**config.mk**
```make
export PLATFORM = sky130hd
export DESIGN_NAME = lock_actuator
export DESIGN_NICKNAME = d
export VERILOG_FILES = /design/src/rtl/airlock_pkg.sv /design/src/rtl/motion_timer.sv /design/src/rtl/lock_actuator.sv
export SDC_FILE = /design/constraint.sdc
export NUM_CORES = 1
export LEC_CHECK = 0
export CAP_MARGIN = 20
export CORE_UTILIZATION = 48
export DETAILED_ROUTE_END_ITERATION = 8
export PLACE_DENSITY = 0.66
export SKIP_LAST_GASP = 1
export SLEW_MARGIN = 10
export SYNTH_ARGS = -nofsm -noshare
export SYNTH_HDL_FRONTEND = slang
export SYNTH_HIERARCHICAL = 1
export SYNTH_SLANG_ARGS = --single-unit
export TNS_END_PERCENT = 30
```
**constraint.sdc**
```tcl
create_clock -name clk -period 3.93 [get_ports clk]
set_clock_uncertainty 0.15 [all_clocks]
set_input_delay 0.786 -clock clk [delete_from_list [all_inputs] [get_ports clk]]
set_output_delay 0.786 -clock clk [all_outputs]
set_load 0.005 [all_outputs]
```
**src/rtl/airlock_pkg.sv**
```systemverilog
// Shared airlock encodings: interlock door commands, door status and actuator states.
// Used by both the interlock controller and the lock actuator.
package airlock_pkg;

   localparam logic [2:0] DOOR_COMMAND_IDLE         = 3'b000;
   localparam logic [2:0] DOOR_COMMAND_CLOSE_INNER  = 3'b001;
   localparam logic [2:0] DOOR_COMMAND_OPEN_INNER   = 3'b010;
   localparam logic [2:0] DOOR_COMMAND_CLOSE_OUTER  = 3'b011;
   localparam logic [2:0] DOOR_COMMAND_OPEN_OUTER   = 3'b100;
   localparam logic [2:0] DOOR_COMMAND_DEPRESSURIZE = 3'b101;
   localparam logic [2:0] DOOR_COMMAND_PRESSURIZE   = 3'b110;
   localparam logic [2:0] DOOR_COMMAND_RESERVED     = 3'b111;

   localparam logic [1:0] DOORS_CLOSED      = 2'b00;
   localparam logic [1:0] INNER_DOOR_OPENED = 2'b01;
   localparam logic [1:0] OUTER_DOOR_OPENED = 2'b10;

   typedef enum logic [2:0] {
      StIdle,
      StInnerOpening,
      StInnerClosing,
      StOuterOpening,
      StOuterClosing,
      StPumpDown,
      StPumpUp
   } act_state_e;

endpackage

```
**src/rtl/motion_timer.sv**
```systemverilog
// Loadable saturating up-counter with a selectable terminal count (door stroke or pump time).
// tc is high while running and sitting on the terminal value.
module motion_timer #(
   parameter int unsigned DOOR_CYCLES = 25_000_000,
   parameter int unsigned PUMP_CYCLES = 100_000_000,
   parameter int unsigned CNT_W       = 27
) (
   input  logic clk,
   input  logic rst,
   input  logic start,
   input  logic run,
   input  logic sel_pump,
   output logic tc
);

   localparam logic [CNT_W-1:0] DOOR_TERM = CNT_W'(DOOR_CYCLES - 1);
   localparam logic [CNT_W-1:0] PUMP_TERM = CNT_W'(PUMP_CYCLES - 1);

   logic [CNT_W-1:0] count_q, count_d, term;
   logic             at_term;

   assign term    = sel_pump ? PUMP_TERM : DOOR_TERM;
   assign at_term = (count_q == term);
   assign tc      = run & at_term;

   // Holding at the terminal value keeps the counter from ever wrapping.
   always_comb begin
      count_d = count_q;
      if (start) begin
         count_d = '0;
      end else if (run && !at_term) begin
         count_d = count_q + CNT_W'(1);
      end
   end

   always_ff @(posedge clk or negedge rst) begin
      if (!rst) begin
         count_q <= '0;
      end else begin
         count_q <= count_d;
      end
   end

endmodule

```
**src/rtl/lock_actuator.sv**
```systemverilog
// Airlock lock actuator: models the two doors and the chamber pump, acting once per new
// command from the interlock and refusing any command that would breach the airlock.
module lock_actuator
   import airlock_pkg::*;
#(
   parameter int unsigned DOOR_CYCLES = 25_000_000,
   parameter int unsigned PUMP_CYCLES = 100_000_000,
   parameter int unsigned CNT_W       = 27
) (
   input  logic       clk,
   input  logic       rst,
   input  logic [2:0] doorCommand,
   output logic [1:0] doors,
   output logic       pressurize,
   output logic       depressurize,
   output logic       busy,
   output logic       reject,
   output logic       done
);

   act_state_e state_q, state_d;
   logic [2:0] last_cmd_q, last_cmd_d;
   logic [1:0] doors_q, doors_d;
   logic       press_q, press_d;
   logic       depress_q, depress_d;
   logic       reject_q, reject_d;
   logic       done_q, done_d;
   logic       is_new, start, run, sel_pump, tc;

   assign is_new   = (state_q == StIdle) && (doorCommand != last_cmd_q) &&
                     (doorCommand != DOOR_COMMAND_IDLE);
   assign run      = (state_q != StIdle);
   assign sel_pump = (state_q == StPumpDown) || (state_q == StPumpUp);

   motion_timer #(
      .DOOR_CYCLES (DOOR_CYCLES),
      .PUMP_CYCLES (PUMP_CYCLES),
      .CNT_W       (CNT_W)
   ) u_motion_timer (
      .clk      (clk),
      .rst      (rst),
      .start    (start),
      .run      (run),
      .sel_pump (sel_pump),
      .tc       (tc)
   );

   always_comb begin
      state_d    = state_q;
      last_cmd_d = last_cmd_q;
      doors_d    = doors_q;
      press_d    = press_q;
      depress_d  = depress_q;
      reject_d   = 1'b0;
      done_d     = 1'b0;
      start      = 1'b0;

      if (state_q == StIdle) begin
         // Commands are edge-qualified: tracking the level only while idle means changes
         // seen during a motion are re-evaluated once the motion finishes.
         last_cmd_d = doorCommand;
         if (is_new) begin
            case (doorCommand)
               DOOR_COMMAND_CLOSE_INNER: begin
                  if (!doors_q[0]) begin
                     done_d = 1'b1;
                  end else begin
                     state_d = StInnerClosing;
                     start   = 1'b1;
                  end
               end
               DOOR_COMMAND_OPEN_INNER: begin
                  if (doors_q[1] || !press_q) begin
                     reject_d = 1'b1;
                  end else if (doors_q[0]) begin
                     done_d = 1'b1;
                  end else begin
                     state_d    = StInnerOpening;
                     start      = 1'b1;
                     doors_d[0] = 1'b1;
                  end
               end
               DOOR_COMMAND_CLOSE_OUTER: begin
                  if (!doors_q[1]) begin
                     done_d = 1'b1;
                  end else begin
                     state_d = StOuterClosing;
                     start   = 1'b1;
                  end
               end
               DOOR_COMMAND_OPEN_OUTER: begin
                  if (doors_q[0] || !depress_q) begin
                     reject_d = 1'b1;
                  end else if (doors_q[1]) begin
                     done_d = 1'b1;
                  end else begin
                     state_d    = StOuterOpening;
                     start      = 1'b1;
                     doors_d[1] = 1'b1;
                  end
               end
               DOOR_COMMAND_DEPRESSURIZE: begin
                  if (doors_q != DOORS_CLOSED) begin
                     reject_d = 1'b1;
                  end else if (depress_q) begin
                     done_d = 1'b1;
                  end else begin
                     state_d = StPumpDown;
                     start   = 1'b1;
                     press_d = 1'b0;
                  end
               end
               DOOR_COMMAND_PRESSURIZE: begin
                  if (doors_q != DOORS_CLOSED) begin
                     reject_d = 1'b1;
                  end else if (press_q) begin
                     done_d = 1'b1;
                  end else begin
                     state_d   = StPumpUp;
                     start     = 1'b1;
                     depress_d = 1'b0;
                  end
               end
               default: reject_d = 1'b1;
            endcase
         end
      end else if (tc) begin
         state_d = StIdle;
         done_d  = 1'b1;
         case (state_q)
            StInnerClosing: doors_d[0] = 1'b0;
            StOuterClosing: doors_d[1] = 1'b0;
            StPumpDown:     depress_d  = 1'b1;
            StPumpUp:       press_d    = 1'b1;
            default:        ;
         endcase
      end
   end

   always_ff @(posedge clk or negedge rst) begin
      if (!rst) begin
         state_q    <= StIdle;
         last_cmd_q <= DOOR_COMMAND_IDLE;
         doors_q    <= DOORS_CLOSED;
         press_q    <= 1'b1;
         depress_q  <= 1'b0;
         reject_q   <= 1'b0;
         done_q     <= 1'b0;
      end else begin
         state_q    <= state_d;
         last_cmd_q <= last_cmd_d;
         doors_q    <= doors_d;
         press_q    <= press_d;
         depress_q  <= depress_d;
         reject_q   <= reject_d;
         done_q     <= done_d;
      end
   end

   assign doors        = doors_q;
   assign pressurize   = press_q;
   assign depressurize = depress_q;
   assign busy         = run;
   assign reject       = reject_q;
   assign done         = done_q;

endmodule
```
==> run summary <==
Diodes inserted -> 0
TritonCTS clock tree -> yes
Final worst-path cycle share -> 0.847
Normalized max-slew margin -> 0.422
Syn Std Cell Area -> 2610 um2
Port Buf Inserts -> 11
Per-instance average area after synthesis -> 8.53 um2
Width of the die -> 75.7 um
Compound-cell area share of the yosys netlist -> 0.207
Top flip-flop cell by instance count after synthesis -> sky130_fd_sc_hd__dfrtp_1
Row count -> 26
Number of warnings printed during yosys synthesis -> 6
Highest net fanout along the worst path -> 15
Total wire length after detailed routing -> 5.99 mm
Leading cell type in the layout, fill and taps excluded -> sky130_fd_sc_hd__dfrtp_1
Count of pins on the block boundary -> 12
Number of antenna violations at the first check in global routing -> 0
TritonCTS sink count -> 39
Max stage delay cell, worst path -> sky130_fd_sc_hd__a311oi_4
DR iter-0 viols -> 228
Vias after detailed routing -> 2288
Mux cell area share after synthesis -> 0.0254
Placed cells -> 377
Final Hold Vio Count -> 0
Setup Buffers After CTS -> 0
CP peak stage delay -> 0.66 ns
Clock transition time at the flip-flop clock pins of the worst setup and hold paths -> 0.08 ns
Post-Synth Adder-Cell Area -> 0.00480
Worst r2r path cells -> 7
Skew-Pair Late Insertion Delay -> 0.31 ns
Pins Over Slew Limit -> 0
Overall die area -> 5730 um2
Final antenna-violating net count -> 0
Die H -> 75.7 um
Area delta synth->final -> 11.1%
Max Freq -> 301 MHz
Outcome -> finished clean
Type of element capturing the critical path -> flop
Number of buffers between clock root and the deepest sink -> 2
Setup repair after global routing missed its margin -> false
Min-Delay Path Depth -> 2
TritonCTS Buffers -> 5
Post-placement cell area -> 2790 um2
Data required time of the critical path -> 3.97 ns
Post-synthesis async set-or-reset flop share -> 1.00
Leakage power summed over all cells -> 1.12 nW
Max-capacitance violation count -> 0
Post-layout util -> 0.560
Number of DRC violations after detailed routing -> 0
H-Tree Level Count -> 2
Tmin final -> 3.33 ns
Tot GR Track Use -> 0.230
Proportion of synthesized chip area in sequential cells -> 0.375
Critical path cell sequence -> clkdlybuf4s50_1 -> or2b_1 -> o22a_1 -> o21ai_1 -> or3_1 -> a311oi_4 -> nor2_1 -> mux2_1
Number of vias per cell -> 5.94
Largest net degree at the start of global routing -> 40
Post-Synth XOR/XNOR Area -> 0.0436
Final estimated routing congestion in global placement -> 0.935
Dominant combinational cell family by area after synthesis -> simple AND/OR/NAND/NOR gates
Synth Register Bits -> 39
Unique cell type count in the Yosys netlist -> 65
Number of global-route vias before repair -> 2031
Path class of the lowest-slack min-delay path -> flop to flop
Post_cts resized -> 0
Detailed-route wire length per cell -> 15.6 um
Count of hold-fix buffers inserted at cts -> 0
Net total in the final layout -> 320
Post-route standard cell area excluding fillers -> 2900 um2
Share of cells above drive strength 1 -> 0.102
Number of nets produced by synthesis -> 312
Count of placed standard cells in the final layout, fillers left out -> 385
Total setup violations reported at the end of the flow -> 0
Commonest cells after routing, fill and taps aside -> sky130_fd_sc_hd__dfrtp_1 (38), sky130_fd_sc_hd__nor2_1 (28), sky130_fd_sc_hd__nand2_1 (26)
Kind of critical path -> input port to flop
Clock tree root buffer cell -> sky130_fd_sc_hd__clkbuf_8
Critical path startpoint category -> input port
Number of enable flip-flop cells after synthesis -> 0
Final sum of negative setup slack -> 0 ns
Worst ir drop on vdd -> 0.203 mV
Mapped Cells -> 306
First-pass GRT wire length -> 9.95 mm
Initial cell density of the core -> 0.504
First-pass iteration count of the detailed router -> 4
Worst endpoint data arrival time -> 3.36 ns
Grt ovf -> 0
Area inside the core boundary -> 5170 um2
Least-Margin Pin Slew -> 0.867 ns
Filler cells -> 460
Synth Area in Simple Gates -> 0.293
Power per cell area -> 280 nW/um2
Sum of net half-perimeters after detailed placement -> 4.15 mm
-- through the flow --
step	setup WS (ns)	hold slack, ns	power (mW)
2_1_floorplan	0.836	0.340	0.456
4_1_cts	0.608	0.411	0.822
6_report	0.603	0.417	0.812
5_1_grt	0.413	0.442	0.840
3_3_place_gp	0.363	0.389	0.478
3_5_place_dp	0.287	0.392	0.478
-- kinds of logic after synthesis --
family	count (synthesis)
AOI/OAI and AO/OA	77
buffers and inverters	29
DFF	39
adders and majority gates	1
muxes	6
xor gates and xnor gates	13
and+or+nand+nor	141
-- synthesized netlist by cell type (2+ instances only) --
| cell | count | area share |
|---|---|---|
| sky130_fd_sc_hd__a21boi_0 | 2 | 0.0058 |
| sky130_fd_sc_hd__a21oi_1 | 17 | 0.033 |
| sky130_fd_sc_hd__a2bb2oi_1 | 4 | 0.013 |
| sky130_fd_sc_hd__a31oi_1 | 4 | 0.0096 |
| sky130_fd_sc_hd__and2_1 | 4 | 0.0096 |
| sky130_fd_sc_hd__and3_1 | 3 | 0.0072 |
| sky130_fd_sc_hd__buf_1 | 3 | 0.0043 |
| sky130_fd_sc_hd__buf_2 | 3 | 0.0058 |
| sky130_fd_sc_hd__buf_6 | 3 | 0.013 |
| sky130_fd_sc_hd__clkbuf_1 | 9 | 0.013 |
| sky130_fd_sc_hd__dfrtp_1 | 38 | 0.36 |
| sky130_fd_sc_hd__inv_1 | 10 | 0.014 |
| sky130_fd_sc_hd__mux2_1 | 3 | 0.013 |
| sky130_fd_sc_hd__mux2_2 | 2 | 0.0086 |
| sky130_fd_sc_hd__nand2_1 | 26 | 0.037 |
| sky130_fd_sc_hd__nand2b_1 | 3 | 0.0072 |
| sky130_fd_sc_hd__nand3_1 | 20 | 0.038 |
| sky130_fd_sc_hd__nand4_1 | 8 | 0.019 |
| sky130_fd_sc_hd__nand4b_1 | 3 | 0.010 |
| sky130_fd_sc_hd__nor2_1 | 28 | 0.040 |
| sky130_fd_sc_hd__nor2b_1 | 7 | 0.017 |
| sky130_fd_sc_hd__nor3_1 | 4 | 0.0077 |
| sky130_fd_sc_hd__nor4_1 | 7 | 0.017 |
| sky130_fd_sc_hd__o211ai_1 | 3 | 0.0086 |
| sky130_fd_sc_hd__o21ai_0 | 17 | 0.033 |
| sky130_fd_sc_hd__o21ai_1 | 5 | 0.0096 |
| sky130_fd_sc_hd__o22ai_1 | 2 | 0.0048 |
| sky130_fd_sc_hd__o31ai_1 | 3 | 0.0086 |
| sky130_fd_sc_hd__o32ai_1 | 3 | 0.010 |
| sky130_fd_sc_hd__o41ai_4 | 2 | 0.021 |
| sky130_fd_sc_hd__or3_1 | 11 | 0.026 |
| sky130_fd_sc_hd__or4_1 | 5 | 0.014 |
| sky130_fd_sc_hd__xnor2_1 | 4 | 0.013 |
| sky130_fd_sc_hd__xor2_1 | 9 | 0.030 |
-- worst max-delay path: cells and delay by family --
family | cells | cell delay, ns
AOI/OAI and AO/OA | 3 | 0.92
and+or+nand+nor | 3 | 0.80
buffers and inverters | 1 | 0.54
muxes | 1 | 0.31
-- metal layers --
| layer | track usage | routed length [um] |
|---|---|---|
| met5 | 0 | 0 |
| met4 | 0.0679 | 21 |
| met3 | 0.0357 | 251 |
| met2 | 0.340 | 2690 |
| met1 | 0.345 | 3030 |
-- state kept, by name (all words and copies together) (netlist names) --
name	count
depressurize	1
u_motion_timer/count_q	27
done	1
last_cmd_q	3
state_q	3
doors	2
reject	1
pressurize	1
-- layout make-up --
type                            instances  area [um2]  area share
Clock buffer                            5        68.8      0.0237
Clock inverter                          3        43.8      0.0151
Inverter                               11        41.3      0.0142
Multi-Input combinational cell        238        1510       0.522
Sequential cell                        39         977       0.337
Tap cell                               70        87.6      0.0302
Timing Repair Buffer                   19         165      0.0570
-- power by group --
group / switching (mW) / internal (mW) / leakage (nW)
registers: 0.00436 / 0.403 / 0.471
logic: 0.0385 / 0.0233 / 0.594
clock network: 0.153 / 0.189 / 0.0581
total: 0.196 / 0.616 / 1.12
-- final timing paths --
path	startpoint	end	slack (ns)
max	doorCommand[2]	u_motion_timer/count_q[19]	0.60
min	last_cmd_q[0]	last_cmd_q[0]	0.42
max reg2reg	u_motion_timer/count_q[10]	state_q[0]	0.94
min reg2reg	last_cmd_q[0]	last_cmd_q[0]	0.42
max in group asynchronous	rst	u_motion_timer/count_q[23]	2.64
min in group asynchronous	rst	u_motion_timer/count_q[2]	0.44
(Power assumes the default switching activity.)
